### config.mk
export PLATFORM = sky130hd
export DESIGN_NAME = red_pitaya_pll_ctrl
export DESIGN_NICKNAME = d
export VERILOG_FILES = /design/src/rtl/red_pitaya_pll_ctrl.sv
export SDC_FILE = /design/constraint.sdc
export NUM_CORES = 1
export LEC_CHECK = 0
export ABC_AREA = 0
export CORE_MARGIN = 3
export CORE_UTILIZATION = 58
export DETAILED_ROUTE_END_ITERATION = 8
export GPL_ROUTABILITY_DRIVEN = 0
export PLACE_DENSITY_LB_ADDON = 0.15
export SYNTH_ARGS = -nofsm -noshare
export SYNTH_HDL_FRONTEND = slang
export SYNTH_SLANG_ARGS = --single-unit
### constraint.sdc
create_clock -name clk -period 3.5 [get_ports clk]
set_input_delay 0.35 -clock clk [delete_from_list [all_inputs] [get_ports clk]]
set_output_delay 0.35 -clock clk [all_outputs]
set_load 0.02 [all_outputs]
### src/rtl/red_pitaya_pll_ctrl.sv
// PLL input supervisor: measures the external clock, picks the PLL source, drives PLL reset and qualifies lock.
// Optional macro PLL_CTRL_RUN_MONITOR_EN keeps measuring the external clock while running on it.
module red_pitaya_pll_ctrl #(
  parameter int WIN_LEN      = 1024,
  parameter int EDGE_MIN     = 900,
  parameter int EDGE_MAX     = 1100,
  parameter int RST_CYCLES   = 64,
  parameter int LOCK_STABLE  = 256,
  parameter int LOCK_TIMEOUT = 65536
) (
  input  logic        clk,
  input  logic        rst,
  input  logic        cfg_ext_en,
  input  logic        ext_tgl,
  input  logic        pll_locked,
  output logic        clk_select,
  output logic        pll_rstn,
  output logic        sts_locked,
  output logic        sts_ext,
  output logic [2:0]  sts_state,
  output logic [15:0] sts_edge_cnt,
  output logic [15:0] sts_relock_cnt
);

  localparam int WW = $clog2(WIN_LEN + 1);
  localparam int RW = $clog2(RST_CYCLES + 1);
  localparam int SW = $clog2(LOCK_STABLE + 1);
  localparam int TW = $clog2(LOCK_TIMEOUT + 1);
  localparam logic [WW-1:0] WIN_M1  = WW'(WIN_LEN - 1);
  localparam logic [RW-1:0] RST_M1  = RW'(RST_CYCLES - 1);
  localparam logic [SW-1:0] STAB_M1 = SW'(LOCK_STABLE - 1);
  localparam logic [TW-1:0] TO_M1   = TW'(LOCK_TIMEOUT - 1);
  localparam logic [15:0]   E_MIN   = 16'(EDGE_MIN);
  localparam logic [15:0]   E_MAX   = 16'(EDGE_MAX);

  typedef enum logic [2:0] {
    INIT  = 3'd0,
    MEAS  = 3'd1,
    PRST  = 3'd2,
    LOCKW = 3'd3,
    RUN   = 3'd4
  } state_t;

  state_t          state;
  logic            tgl_m, tgl_s, tgl_d, lock_m, lock_s, lock_lo_q, cfg_q;
  logic            use_ext, ext_ok;
  logic [WW-1:0]   win_cnt;
  logic [15:0]     edge_cnt, edge_nxt, relock_nxt;
  logic [RW-1:0]   rst_cnt;
  logic [SW-1:0]   stab_cnt;
  logic [TW-1:0]   to_cnt;
  logic            edge_det, win_run, win_end, win_ok, lock_lost, cfg_chg;

  // Synchronizers are left unreset so they settle while rst is held.
  always_ff @(posedge clk) begin
    tgl_m     <= ext_tgl;
    tgl_s     <= tgl_m;
    tgl_d     <= tgl_s;
    lock_m    <= pll_locked;
    lock_s    <= lock_m;
    lock_lo_q <= !lock_s;
    cfg_q     <= cfg_ext_en;
  end

  assign edge_det = tgl_s ^ tgl_d;
`ifdef PLL_CTRL_RUN_MONITOR_EN
  assign win_run  = (state == MEAS) || ((state == RUN) && use_ext);
`else
  assign win_run  = (state == MEAS);
`endif
  assign win_end    = win_run && (win_cnt == WIN_M1);
  assign edge_nxt   = (edge_cnt == 16'hFFFF) ? edge_cnt : edge_cnt + {15'd0, edge_det};
  assign win_ok     = (edge_nxt >= E_MIN) && (edge_nxt <= E_MAX);
  assign relock_nxt = (sts_relock_cnt == 16'hFFFF) ? sts_relock_cnt : sts_relock_cnt + 16'd1;
  assign lock_lost  = !lock_s && lock_lo_q;
  assign cfg_chg    = (ext_ok && (cfg_ext_en != use_ext)) || (use_ext && cfg_q && !cfg_ext_en);

  // Derived from the registered select, so it never disagrees with it.
  assign sts_ext   = ~clk_select;
  assign sts_state = state;

  always_ff @(posedge clk) begin
    if (rst) begin
      state          <= INIT;
      clk_select     <= 1'b1;
      pll_rstn       <= 1'b0;
      sts_locked     <= 1'b0;
      sts_edge_cnt   <= '0;
      sts_relock_cnt <= '0;
      use_ext        <= 1'b0;
      ext_ok         <= 1'b0;
      win_cnt        <= '0;
      edge_cnt       <= '0;
      rst_cnt        <= '0;
      stab_cnt       <= '0;
      to_cnt         <= '0;
    end else begin
      if (win_run && !win_end) begin
        win_cnt  <= win_cnt + 1'b1;
        edge_cnt <= edge_nxt;
      end else begin
        win_cnt  <= '0;
        edge_cnt <= '0;
      end
      if (win_end) begin
        sts_edge_cnt <= edge_nxt;
        ext_ok       <= win_ok;
      end

      case (state)
        INIT: state <= MEAS;
        MEAS: if (win_end) begin
          use_ext    <= cfg_ext_en & win_ok;
          clk_select <= !(cfg_ext_en & win_ok);
          pll_rstn   <= 1'b0;
          rst_cnt    <= '0;
          state      <= PRST;
        end
        PRST: if (rst_cnt == RST_M1) begin
          pll_rstn <= 1'b1;
          stab_cnt <= '0;
          to_cnt   <= '0;
          state    <= LOCKW;
        end else begin
          rst_cnt <= rst_cnt + 1'b1;
        end
        LOCKW: begin
          to_cnt   <= to_cnt + 1'b1;
          stab_cnt <= lock_s ? stab_cnt + 1'b1 : '0;
          if (lock_s && (stab_cnt == STAB_M1)) begin
            sts_locked <= 1'b1;
            state      <= RUN;
          end else if (to_cnt == TO_M1) begin
            // Timeout on either source retries on the internal one.
            sts_relock_cnt <= relock_nxt;
            use_ext        <= 1'b0;
            clk_select     <= 1'b1;
            pll_rstn       <= 1'b0;
            rst_cnt        <= '0;
            state          <= PRST;
          end
        end
        RUN: if (lock_lost) begin
          sts_relock_cnt <= relock_nxt;
          sts_locked     <= 1'b0;
          win_cnt        <= '0;
          edge_cnt       <= '0;
          state          <= MEAS;
        end else if (cfg_chg) begin
          sts_locked <= 1'b0;
          win_cnt    <= '0;
          edge_cnt   <= '0;
          state      <= MEAS;
        end
`ifdef PLL_CTRL_RUN_MONITOR_EN
        else if (win_end && !win_ok) begin
          sts_relock_cnt <= relock_nxt;
          sts_locked     <= 1'b0;
          use_ext        <= 1'b0;
          clk_select     <= 1'b1;
          pll_rstn       <= 1'b0;
          rst_cnt        <= '0;
          state          <= PRST;
        end
`endif
        default: begin
          sts_locked <= 1'b0;
          state      <= INIT;
        end
      endcase
    end
  end

endmodule

==> reports/summary.txt <==
Slew HR - 0.393
Status - completed
Layout cells sized above 1 - 0.0581
Most common library cell in the layout ignoring fill and taps - dfxtp_1
Fin nets - 647
Hold_buf cts - 0
Overall Power - 2050 uW
Syn Inst Count - 607
Commonest cells after routing, fill and taps aside - dfxtp_1 (107), nor2_1 (99), nand2_1 (54)
Crit path max-delay cell type - a21oi_1
Core Util, Final - 0.681
ANT nets after route - 0
Dominant cell type by area after synthesis - dfxtp_1
RSZ-0062 raised after global routing - no
DR WL/cell - 15.0 um
Distinct cell type count after synthesis - 68
TritonCTS clock tree - built
Crit-path max cell delay - 0.49 ns
Grt ovf - 0
Sink Count - 107
EDFF count, synth - 0
Gr usage total - 0.236
Die height - 99.5 um
Via count - 4,403
IO Count - 44
Asr flop ratio synth - 0
Crit Path Class - register to register
Fmax - 334 MHz
Post-synthesis sequential area ratio - 0.423
Max Slew Vio Count - 0
Worst-path clk slew - 0.10 ns
Most area-consuming cells after synthesis - dfxtp_1 (42%), nor2_1 (7.3%), xor2_1 (4.7%)
Vias in the first global route - 4,177
Final wirelength - 11,100 um
DRC - 0
Crit path DAT - 3.24 ns
Root buf cell - clkbuf_8
Clock buffer depth - 2
Worst path required time - 3.74 ns
Initial antenna violation count - 0
CP cell instances - and3_1 -> and3_1 -> nand4_1 -> nor3_1 -> ha_1 -> a22oi_1 -> o22a_1 -> a21oi_1 -> nand4_1 -> xor2_1 -> nor2_1
Final worst path period need - 3.00 ns
Tightest Pin Transition - 0.908 ns
Post-CTS sizing - 0
CP Launch Type - register
Drt pass-1 iters - 5
Hold Fails Final Rpt - 0
Net Count, Synth - 621
Leak - 0.00197 uW
Ys Warns - 0
Global-route wire length before repair - 19,400 um
Top FF cell, synth - dfxtp_1
Starting Density - 0.608
Setup TNS - 0 ns
H-tree depth - 3
Drt initial violations - 263
Pwr/cell area - 361 nW/um2
Diodes inserted - 0
R2R Setup Slk - 0.50 ns
Critical path buffers and inverters - 0
Tcrit/Tclk final - 0.856
DPL Wire Length - 7660 um
Max VDD drop - 0.242 mV
Vias per inst - 5.93
Worst hold path type - input port to register
Share of Yosys cell area claimed by the top area cell type - 0.423
Avg Cell Area, Syn - 8.35 um2
CP Max Fanout - 6
Die area - 9890 um2
Num rows - 33
Port buffer count - 43
Die W - 99.5 um
Critical Path Sink Type - register
P&R area growth vs syn - 12.0%
Num CTS Buffers - 9
Seq cells post-synth - 107
# setup viols final - 0
Post-CTS setup buffer count - 0
Crit path max-delay family - simple AND/OR/NAND/NOR gates
Insertion delay to the later sink of the worst-skew pair - 0.37 ns
Pin count of the biggest net entering global routing - 68
Synth Cell Area - 5070 um2
Core ar. - 8340 um2
Final Skew - 0.0131 ns
Max_cap viols - 0
-- final cells by class --
cell class	count	area, um2
Clock buffer	9	124
Clock inverter	6	72.6
Fill cell	709	2660
Inverter	12	45.0
Multi-Input combinational cell	457	2720
Sequential cell	107	2140
Tap cell	105	131
Timing Repair Buffer	46	448
-- worst paths after layout --
check / start / endpoint / depth (start not counted)
min reg2reg: tgl_m$_DFF_P_ / tgl_s$_DFF_P_ / 0
max reg2reg: to_cnt[3]$_SDFFE_PP0P_ / sts_relock_cnt[5]$_SDFFE_PP0P_ / 11
max: to_cnt[3]$_SDFFE_PP0P_ / sts_relock_cnt[5]$_SDFFE_PP0P_ / 11
min: rst / win_cnt[10]$_SDFF_PP0_ / 3
-- report_power, final --
| group | leakage (uW) | internal (uW) | switching, uW |
|---|---|---|---|
| logic | 0.00101 | 15.2 | 32.9 |
| registers | 0.000865 | 1220 | 7.49 |
| clock network | 0.000102 | 336 | 436 |
| total | 0.00197 | 1580 | 477 |
-- synth_stat cells, types with 4 or more instances --
library cell  instances
a31oi_1               8
a211oi_1              6
nand3_1              31
buf_6                 5
nor3_1               13
or2_2                 4
buf_2                 5
a21oi_1              43
nor2_1               99
nand2_1              54
nor3b_1               7
dfxtp_1             107
and3_1               14
and4_1                4
a311oi_1              6
o21ai_0              25
inv_1                11
xnor2_1              11
clkbuf_1             19
nor2b_1               8
or3_1                 6
nand3b_1              5
nand2b_1              4
ha_1                  9
nand4_1              19
xor2_1               27
-- worst register-to-register path, delay by kind of cell, from the launching register on --
family	cells	cell delay (ns)
adders and majority gates	1	0.23
DFF	1	0.41
xor gates and xnor gates	1	0.16
and+or+nand+nor	6	1.19
AOI/OAI and AO/OA	3	0.87
-- sequential cells by signal, indices dropped and copies added (netlist names), 3 cells and up --
name,flops
to_cnt,17
win_cnt,11
sts_state,3
rst_cnt,7
stab_cnt,9
sts_relock_cnt,16
sts_edge_cnt,16
edge_cnt,16
-- kinds of logic (layout without fill, tap and decap cells) --
group / Yosys count / count (layout) / synth area share
AOI/OAI and AO/OA: 120 / 120 / 0.152
xor gates and xnor gates: 39 / 39 / 0.0689
adders and majority gates: 9 / 9 / 0.0222
buffers and inverters: 43 / 73 / 0.0415
DFF: 107 / 107 / 0.423
muxes: 3 / 3 / 0.00593
and+or+nand+nor: 286 / 286 / 0.287
-- metal layers --
layer  up-vias  GRT usage  part of all wire
met5         -          0                 0
met4         0     0.0536            0.0096
met3        14     0.0603             0.055
met2       128      0.387              0.46
met1      2068      0.315              0.47
li1       2193          -                 -
-- per-stage QoR --
stage	instances	hold slack, ns	setup WS, ns	area, um2
floorplan	607	0.310	0.902	5070
global placement	727	0.316	0.624	5480
detailed placement	727	0.318	0.530	5480
CTS	742	0.297	0.527	5680
global route	742	0.329	0.183	5680
finish	742	0.319	0.504	5680
Note: power is estimated with default switching activity, not from simulation.
